File: src/rtl/cpu7_ifu_fq_if.sv
// Fetch-queue bundle: memory request/response, redirect inputs and decode handshake.
// Latency: none (wires only).
// Backpressure: inst_addr_ok throttles requests, fdp_dec_rdy throttles the decode side.
// Ports: master = fetch queue (drives inst_req/inst_addr/inst_cancel and fdp_dec_*),
//        slave  = environment (memory, execute-stage redirects, decode).
interface cpu7_ifu_fq_if #(
  parameter int GRLEN = 32
);
  logic             inst_req;
  logic [GRLEN-1:0] inst_addr;
  logic             inst_addr_ok;
  logic             inst_cancel;
  logic             inst_valid_f;
  logic [31:0]      inst_rdata_f;
  logic             inst_ex;
  logic [5:0]       inst_exccode;
  logic             exu_ifu_except;
  logic [GRLEN-1:0] exu_ifu_eentry;
  logic             exu_ifu_ertn_e;
  logic [GRLEN-1:0] exu_ifu_era;
  logic             br_taken;
  logic [GRLEN-1:0] br_target;
  logic             fdp_dec_vld;
  logic             fdp_dec_rdy;
  logic [GRLEN-1:0] fdp_dec_pc;
  logic [31:0]      fdp_dec_inst;
  logic             fdp_dec_ex;
  logic [5:0]       fdp_dec_exccode;

  modport master (
    output inst_req, inst_addr, inst_cancel,
    input  inst_addr_ok, inst_valid_f, inst_rdata_f, inst_ex, inst_exccode,
    input  exu_ifu_except, exu_ifu_eentry, exu_ifu_ertn_e, exu_ifu_era,
    input  br_taken, br_target,
    output fdp_dec_vld, fdp_dec_pc, fdp_dec_inst, fdp_dec_ex, fdp_dec_exccode,
    input  fdp_dec_rdy
  );

  modport slave (
    input  inst_req, inst_addr, inst_cancel,
    output inst_addr_ok, inst_valid_f, inst_rdata_f, inst_ex, inst_exccode,
    output exu_ifu_except, exu_ifu_eentry, exu_ifu_ertn_e, exu_ifu_era,
    output br_taken, br_target,
    input  fdp_dec_vld, fdp_dec_pc, fdp_dec_inst, fdp_dec_ex, fdp_dec_exccode,
    output fdp_dec_rdy
  );
endinterface

File: src/rtl/cpu7_ifu_fq.sv
// IFU fetch queue: issues fetch PCs with up to MAX_OS in flight, buffers DEPTH responses in order.
// Latency: response visible at decode 1 cycle after inst_valid_f (0 cycles with IFU_FQ_BYPASS_EN).
// Backpressure: requests stop when outstanding+queued reaches DEPTH; decode stalls via fdp_dec_rdy.
// Ports: clk, reset (async, active high), bus (cpu7_ifu_fq_if.master).
// Optional macro IFU_FQ_BYPASS_EN: empty-queue responses go straight to decode in the same cycle.
module cpu7_ifu_fq #(
  parameter int               GRLEN    = 32,
  parameter int               DEPTH    = 4,
  parameter int               PTR_W    = 2,
  parameter int               MAX_OS   = 2,
  parameter logic [GRLEN-1:0] RESET_PC = 'h1c000000
) (
  input  logic          clk,
  input  logic          reset,
  cpu7_ifu_fq_if.master bus
);
  localparam int CNT_W = $clog2(DEPTH + 1);
  localparam int OS_W  = (MAX_OS > 1) ? $clog2(MAX_OS) : 1;

  typedef struct packed {
    logic [GRLEN-1:0] pc;
    logic [31:0]      inst;
    logic             ex;
    logic [5:0]       exccode;
  } fq_entry_t;

  typedef enum logic {ST_RUN, ST_HOLD} state_t;

  state_t           state, state_nxt;
  logic [GRLEN-1:0] fetch_pc, redir_tgt;
  logic [CNT_W-1:0] os_cnt, os_nxt, drop_cnt, drop_nxt, q_cnt;
  fq_entry_t        q_mem [DEPTH];
  logic [PTR_W-1:0] q_rd, q_wr;
  logic [GRLEN-1:0] pcq_mem [MAX_OS];
  logic [OS_W-1:0]  pcq_rd, pcq_wr;

  logic      redirect, credit_ok, req_int, accept, pop, resp_live;
  logic      enq, deq_q, dec_vld_int, dec_vld_out;
  fq_entry_t resp_entry, head;

  assign redirect = bus.exu_ifu_except | bus.exu_ifu_ertn_e | bus.br_taken;

  always_comb begin
    redir_tgt = bus.br_target;
    if (bus.exu_ifu_except)      redir_tgt = bus.exu_ifu_eentry;
    else if (bus.exu_ifu_ertn_e) redir_tgt = bus.exu_ifu_era;
  end

  // Every outstanding request owns a queue slot, so the queue can never overflow.
  assign credit_ok = (os_cnt < CNT_W'(MAX_OS)) &&
                     (({1'b0, os_cnt} + {1'b0, q_cnt}) < (CNT_W + 1)'(DEPTH));
  assign req_int   = (state == ST_RUN) & ~redirect & credit_ok;
  assign accept    = req_int & bus.inst_addr_ok;

  // Stale PCs stay in the PC FIFO after a redirect and pop as their dropped responses return.
  assign pop       = bus.inst_valid_f & (os_cnt != '0);
  assign resp_live = bus.inst_valid_f & ~redirect & (drop_cnt == '0);
  assign resp_entry = '{pc: pcq_mem[pcq_rd], inst: bus.inst_rdata_f,
                        ex: bus.inst_ex, exccode: bus.inst_exccode};

`ifdef IFU_FQ_BYPASS_EN
  logic byp;
  assign byp         = resp_live & (q_cnt == '0);
  assign dec_vld_int = ~redirect & ((q_cnt != '0) | byp);
  assign head        = byp ? resp_entry : q_mem[q_rd];
  assign enq         = resp_live & ~(byp & bus.fdp_dec_rdy);
`else
  assign dec_vld_int = ~redirect & (q_cnt != '0);
  assign head        = q_mem[q_rd];
  assign enq         = resp_live;
`endif

  assign deq_q       = dec_vld_int & bus.fdp_dec_rdy & (q_cnt != '0);
  assign dec_vld_out = dec_vld_int & ~reset;

  assign bus.inst_req        = req_int & ~reset;
  assign bus.inst_addr       = fetch_pc;
  assign bus.inst_cancel     = redirect & ~reset;
  assign bus.fdp_dec_vld     = dec_vld_out;
  assign bus.fdp_dec_pc      = dec_vld_out ? head.pc      : '0;
  assign bus.fdp_dec_inst    = dec_vld_out ? head.inst    : '0;
  assign bus.fdp_dec_ex      = dec_vld_out ? head.ex      : 1'b0;
  assign bus.fdp_dec_exccode = dec_vld_out ? head.exccode : '0;

  always_comb begin
    os_nxt = os_cnt + CNT_W'(accept) - CNT_W'(pop);
    drop_nxt = drop_cnt;
    if (redirect)
      drop_nxt = os_nxt;
    else if (bus.inst_valid_f && (drop_cnt != '0))
      drop_nxt = drop_cnt - 1'b1;
  end

  always_comb begin
    state_nxt = state;
    if (redirect)
      state_nxt = ST_RUN;
    else if ((state == ST_RUN) && resp_live && bus.inst_ex)
      state_nxt = ST_HOLD;
  end

  always_ff @(posedge clk or posedge reset) begin
    if (reset) begin
      state    <= ST_RUN;
      fetch_pc <= RESET_PC;
      os_cnt   <= '0;
      drop_cnt <= '0;
      q_cnt    <= '0;
      q_rd     <= '0;
      q_wr     <= '0;
      pcq_rd   <= '0;
      pcq_wr   <= '0;
    end else begin
      state    <= state_nxt;
      os_cnt   <= os_nxt;
      drop_cnt <= drop_nxt;
      if (redirect)
        fetch_pc <= redir_tgt;
      else if (accept)
        fetch_pc <= {fetch_pc[GRLEN-1:2] + (GRLEN - 2)'(1), fetch_pc[1:0]};
      if (accept)
        pcq_wr <= (pcq_wr == OS_W'(MAX_OS - 1)) ? '0 : pcq_wr + 1'b1;
      if (pop)
        pcq_rd <= (pcq_rd == OS_W'(MAX_OS - 1)) ? '0 : pcq_rd + 1'b1;
      if (redirect) begin
        q_cnt <= '0;
        q_rd  <= '0;
        q_wr  <= '0;
      end else begin
        q_cnt <= q_cnt + CNT_W'(enq) - CNT_W'(deq_q);
        if (enq)   q_wr <= q_wr + 1'b1;
        if (deq_q) q_rd <= q_rd + 1'b1;
      end
    end
  end

  // Storage needs no reset: occupancy and pointers decide what is visible.
  always_ff @(posedge clk) begin
    if (accept) pcq_mem[pcq_wr] <= fetch_pc;
    if (enq)    q_mem[q_wr]     <= resp_entry;
  end
endmodule

File: src/flat_wrapper.sv
// flat-port wrapper written by rule: the top's interface ports become plain ports
module cpu7_ifu_fq_flat 
#(
  parameter int               GRLEN    = 32,
  parameter int               DEPTH    = 4,
  parameter int               PTR_W    = 2,
  parameter int               MAX_OS   = 2,
  parameter logic [GRLEN-1:0] RESET_PC = 'h1c000000
)
  (clk, reset, bus_inst_req, bus_inst_addr, bus_inst_cancel, bus_inst_addr_ok, bus_inst_valid_f, bus_inst_rdata_f, bus_inst_ex, bus_inst_exccode, bus_exu_ifu_except, bus_exu_ifu_eentry, bus_exu_ifu_ertn_e, bus_exu_ifu_era, bus_br_taken, bus_br_target, bus_fdp_dec_vld, bus_fdp_dec_pc, bus_fdp_dec_inst, bus_fdp_dec_ex, bus_fdp_dec_exccode, bus_fdp_dec_rdy);
  cpu7_ifu_fq_if #(.GRLEN(GRLEN)) bus_i ();
  input  logic clk;
  input  logic reset;
  output wire logic [$bits(bus_i.inst_req)-1:0] bus_inst_req;
  output wire logic [$bits(bus_i.inst_addr)-1:0] bus_inst_addr;
  output wire logic [$bits(bus_i.inst_cancel)-1:0] bus_inst_cancel;
  input wire logic [$bits(bus_i.inst_addr_ok)-1:0] bus_inst_addr_ok;
  input wire logic [$bits(bus_i.inst_valid_f)-1:0] bus_inst_valid_f;
  input wire logic [$bits(bus_i.inst_rdata_f)-1:0] bus_inst_rdata_f;
  input wire logic [$bits(bus_i.inst_ex)-1:0] bus_inst_ex;
  input wire logic [$bits(bus_i.inst_exccode)-1:0] bus_inst_exccode;
  input wire logic [$bits(bus_i.exu_ifu_except)-1:0] bus_exu_ifu_except;
  input wire logic [$bits(bus_i.exu_ifu_eentry)-1:0] bus_exu_ifu_eentry;
  input wire logic [$bits(bus_i.exu_ifu_ertn_e)-1:0] bus_exu_ifu_ertn_e;
  input wire logic [$bits(bus_i.exu_ifu_era)-1:0] bus_exu_ifu_era;
  input wire logic [$bits(bus_i.br_taken)-1:0] bus_br_taken;
  input wire logic [$bits(bus_i.br_target)-1:0] bus_br_target;
  output wire logic [$bits(bus_i.fdp_dec_vld)-1:0] bus_fdp_dec_vld;
  output wire logic [$bits(bus_i.fdp_dec_pc)-1:0] bus_fdp_dec_pc;
  output wire logic [$bits(bus_i.fdp_dec_inst)-1:0] bus_fdp_dec_inst;
  output wire logic [$bits(bus_i.fdp_dec_ex)-1:0] bus_fdp_dec_ex;
  output wire logic [$bits(bus_i.fdp_dec_exccode)-1:0] bus_fdp_dec_exccode;
  input wire logic [$bits(bus_i.fdp_dec_rdy)-1:0] bus_fdp_dec_rdy;
  assign bus_inst_req = bus_i.inst_req;
  assign bus_inst_addr = bus_i.inst_addr;
  assign bus_inst_cancel = bus_i.inst_cancel;
  assign bus_i.inst_addr_ok = bus_inst_addr_ok;
  assign bus_i.inst_valid_f = bus_inst_valid_f;
  assign bus_i.inst_rdata_f = bus_inst_rdata_f;
  assign bus_i.inst_ex = bus_inst_ex;
  assign bus_i.inst_exccode = bus_inst_exccode;
  assign bus_i.exu_ifu_except = bus_exu_ifu_except;
  assign bus_i.exu_ifu_eentry = bus_exu_ifu_eentry;
  assign bus_i.exu_ifu_ertn_e = bus_exu_ifu_ertn_e;
  assign bus_i.exu_ifu_era = bus_exu_ifu_era;
  assign bus_i.br_taken = bus_br_taken;
  assign bus_i.br_target = bus_br_target;
  assign bus_fdp_dec_vld = bus_i.fdp_dec_vld;
  assign bus_fdp_dec_pc = bus_i.fdp_dec_pc;
  assign bus_fdp_dec_inst = bus_i.fdp_dec_inst;
  assign bus_fdp_dec_ex = bus_i.fdp_dec_ex;
  assign bus_fdp_dec_exccode = bus_i.fdp_dec_exccode;
  assign bus_i.fdp_dec_rdy = bus_fdp_dec_rdy;
  cpu7_ifu_fq #(.GRLEN(GRLEN), .DEPTH(DEPTH), .PTR_W(PTR_W), .MAX_OS(MAX_OS), .RESET_PC(RESET_PC)) u_core (.clk(clk), .reset(reset), .bus(bus_i));
endmodule
File: config.mk
export PLATFORM = sky130hd
export DESIGN_NAME = cpu7_ifu_fq_flat
export DESIGN_NICKNAME = d
export VERILOG_FILES = /design/src/rtl/cpu7_ifu_fq_if.sv /design/src/rtl/cpu7_ifu_fq.sv /design/src/flat_wrapper.sv
export SDC_FILE = /design/constraint.sdc
export NUM_CORES = 1
export LEC_CHECK = 0
export BUFFER_PORTS_ARGS = -buffer_cell sky130_fd_sc_hd__buf_2
export CORE_MARGIN = 1.5
export CORE_UTILIZATION = 38
export CTS_BUF_LIST = sky130_fd_sc_hd__clkbuf_8
export DETAILED_ROUTE_END_ITERATION = 10
export PLACE_DENSITY = 0.58
export SKIP_LAST_GASP = 1
export SLEW_MARGIN = 20
export SYNTH_ARGS = -nofsm -noshare
export SYNTH_HDL_FRONTEND = slang
export SYNTH_SLANG_ARGS = --single-unit
export TNS_END_PERCENT = 30
File: constraint.sdc
create_clock -name clk -period 9.09 [get_ports clk]
set_input_delay 0.4545 -clock clk [delete_from_list [all_inputs] [get_ports clk]]
set_output_delay 0.4545 -clock clk [all_outputs]
set_load 0.01 [all_outputs]
==> impl_metrics.csv <==
group,metric,value,unit
run_status,outcome,"finished clean",
route,post_drt_wl_per_cell,19.7,microns
clock_tree,clock_path_buffers,3,
route,dr_wl_met3,2190,microns
route,wl_met1,16400,microns
worst_setup_path,crit_arrival,3.26,ns
timing,setup_viol,0,
route,drc,0,
clock_tree,cts_tree,"yes",
worst_setup_path,critical_path.slowest_cell,"dfrtp_4",
layout,final_core_util,0.457,
timing,finalSetupTns,0,ns
placement,place.gp.congestion,0.879,
grt,grt_pass1_wl,56000,microns
floorplanning,core_area,43000,sq um
floorplanning,start_util,0.384,
layout,layout.nets,1406,
placement,dp_hpwl,23500,microns
pwr,power_density,204,nW/um^2
worst_setup_path,crit_type,"reg -> out",
layout,final_cell_mix,"edfxtp_1, buf_2, nor2b_1, clkbuf_8, mux4_2",
synth,synth_xor_area_frac,0.0111,
pwr,clkPwrFrac,0.371,
timing,hold_viol_final,0,
pwr,swShare,0.241,
pwr,intPower,3.05,mW
floorplanning,pin_count,249,
pwr,total_leakage_power,7.11,nW
route,top_layer_used,"met4",
synth,postSynthNetCount,1127,
synth,synth_edf_count,348,
route,drt-initial-drc-count,583,
layout,final_common_cell,"edfxtp_1",
worst_setup_path,slowest_delay,0.90,ns
timing,fmax,270,MHz
pwr,power,4.02,mW
layout,design_area,19700,sq um
pwr,vdd_drop_max,101,uV
layout,drive_gt1_frac,0.369,
route,met2_length,17400,microns
timing,rsz0062_at_grt,"no",
synth,synth_top_family_by_area,"multiplexers",
worst_setup_path,start_kind,"flip-flop",
synth,synthArstFlopShare,0.121,
route,ant_nets,0,
grt,grt_max_degree,56,
synth,postSynthAreaPerCell,17.0,sq um
timing,finalClockSkew,0.0183,ns
synth,synthMuxAreaShare,0.124,
clock_tree,cts_htree_levels,3,
synth,synth_simple_gate_area_share,0.0799,
synth,synth_area,16500,sq um
worst_hold_path,holdCritPathClass,"in -> reg",
synth,yosysWarnings,0,
worst_setup_path,worst-endpoint-required,8.64,ns
synth,ys_ff_latch,396,
floorplanning,placementRows,76,
timing,min_period,3.71,ns
route,vias,9386,
clock_tree,cts.sinks,396,
worst_setup_path,path_max_fanout,37,
route,drt-total-wl,37000,microns
grt,first_global_vias,9553,
synth,synth_cell_type_count,56,
worst_setup_path,cp_cell_sequence,"buf_4, mux4_2, nor2b_1, buf_2",
synth,synth_cells,968,
route,viasPerCell,4.99,
timing,slew_viol_final,0,
grt,gr-total-overflow,0,
synth,ys.flop_type,"edfxtp_1",
floorplanning,die_area,44700,sq um
pwr,comb_power_share,0.097,
synth,ys_seq_area_frac,0.706,
grt,antenna_found_initial,3,
pwr,power.switching,967,uW
floorplanning,die_w,211,microns
layout,register_area,11700,sq um
clock_tree,cts_inserted_buffers,68,
pwr,seqPwrFrac,0.532,
synth,synth_compound_area_frac,0.0469,
layout,multiInputGateArea,4560,sq um
route,dr.pass1.iters,5,
timing,finalCritPeriodShare,0.408,
timing,tightestPinTransition,0.970,ns
clock_tree,clock_latency,0.58,ns
grt,grt_use_total,0.168,
placement,portBuffers,248,
clock_tree,cts-root-buf,"clkbuf_8",
clock_tree,clkTransAtPathRegs,0.06,ns
synth,synthAdderAreaFrac,0.0130,
layout,nFillCells,3880,
floorplanning,fp.dieH,211,microns
run,cap_violations,0,
worst_setup_path,cp-end-kind,"output port",
layout,syn2layout_area_growth,19.1,%
placement,place_area,18400,sq um
timing,relSlewSlack,0.353,
==> kinds of logic (layout without fill, tap and decap cells) <==
| family | Yosys count | count (layout) |
|---|---|---|
| fa+ha+maj | 16 | 16 |
| compound gates | 120 | 120 |
| mux | 112 | 112 |
| buf+inv | 76 | 402 |
| flops | 396 | 396 |
| xor+xnor | 21 | 21 |
| simple gates | 227 | 227 |
| other cells | 0 | 3 |
==> power groups by stage <==
stage	sequential [mW]	clock (mW)	combinational, mW
final	2.14	1.49	0.389
after global routing	2.15	1.63	0.435
after CTS	2.14	1.55	0.394
after detailed placement	2.18	0	0.391
after global placement	2.17	0	0.384
after floorplan	2.16	0	0.253
==> what timing repair did <==
item / CTS / global route
hold buffers: 1 / 0
gates resized for setup: 0 / 0
hold endpoints to repair: 3 / 0
buffers inserted: 0 / 0
==> state kept, by name, indices dropped and copies added (netlist names) <==
register / cells
u_core.q_wr: 2
u_core.q_mem: 284
u_core.bus.inst_addr: 32
u_core.drop_cnt: 3
u_core.os_cnt: 3
u_core.q_rd: 2
u_core.pcq_rd: 1
u_core.pcq_mem: 64
u_core.pcq_wr: 1
u_core.state: 1
u_core.q_cnt: 3
==> metal layers <==
metal  vias up  track usage
met5         -            0
met4         0       0.0675
met3        71       0.0369
met2       328        0.270
met1      4636        0.222
li1       4351            -
==> cell usage after synthesis, types with 3 or more instances <==
cell type  count  area share
dfrtp_1       45       0.068
a211oi_1       8      0.0036
nor2b_1       75       0.028
a31oi_1        9      0.0034
nand2b_1       3      0.0011
nand4_1        6      0.0023
buf_1         10      0.0023
buf_2         15      0.0045
o31a_1         3      0.0016
nand3_1       12      0.0036
and3_1         7      0.0027
mux2_2        32       0.022
nand2_1       40      0.0091
or3_1          3      0.0011
and2_1         8      0.0030
and4_1         5      0.0027
o22ai_1        9      0.0034
o21ai_0       30      0.0091
nand3b_1       4      0.0018
ha_1          14       0.011
mux2i_1        9      0.0055
edfxtp_1     348        0.63
a21oi_1       23      0.0070
mux4_2        71       0.097
nor2_1        30      0.0068
o22a_1         6      0.0032
dfstp_2        3      0.0048
clkbuf_1      27      0.0061
o21a_1         6      0.0027
nor3_1        17      0.0052
inv_1         23      0.0052
xor2_1        13      0.0069
a22oi_1       11      0.0050
xnor2_1        8      0.0042
a2bb2oi_1      3      0.0016
==> worst max-delay path: cells and delay by family, from the launching register on <==
family,cells,cell delay (ns)
DFF,1,0.90
buffers and inverters,2,0.89
muxes,1,0.66
and+or+nand+nor,1,0.16
==> final timing paths <==
path                                     startpoint                 endpoint  slack [ns]  cells past startpoint
worst max-delay path                 u_core.q_rd[0]       bus_fdp_dec_pc[21]        5.38                      4
worst min-delay path            bus_inst_exccode[0]       u_core.q_mem[0][0]        0.09                      1
worst max register to register      u_core.q_cnt[2]     u_core.pcq_mem[1][1]        6.11                      5
worst min register to register        u_core.pcq_wr            u_core.pcq_wr        0.52                      1
max in group asynchronous                     reset  u_core.bus.inst_addr[1]        7.94                      4
min in group asynchronous                     reset           u_core.q_rd[0]        0.37                      3
==> per-stage QoR <==
step	cells	hold WS (ns)	setup WS [ns]
floorplan	968	0.456	4.88
detailed placement	1761	0.409	5.63
global placement	1761	0.410	5.65
finish	1882	0.0855	5.38
global route	1879	0.0447	5.08
CTS	1879	0.0275	5.17
==> area by class of cell <==
type                            instances  share of cell area
Clock buffer                           75              0.0525
Clock inverter                         42              0.0116
Tap cell                              585              0.0372
Multi-Input combinational cell        496               0.232
Sequential cell                       396               0.593
Timing Repair Buffer                  262              0.0686
Antenna cell                            3            0.000382
Inverter                               23             0.00439
No activity file was read; power rests on OpenSTA's default activity.
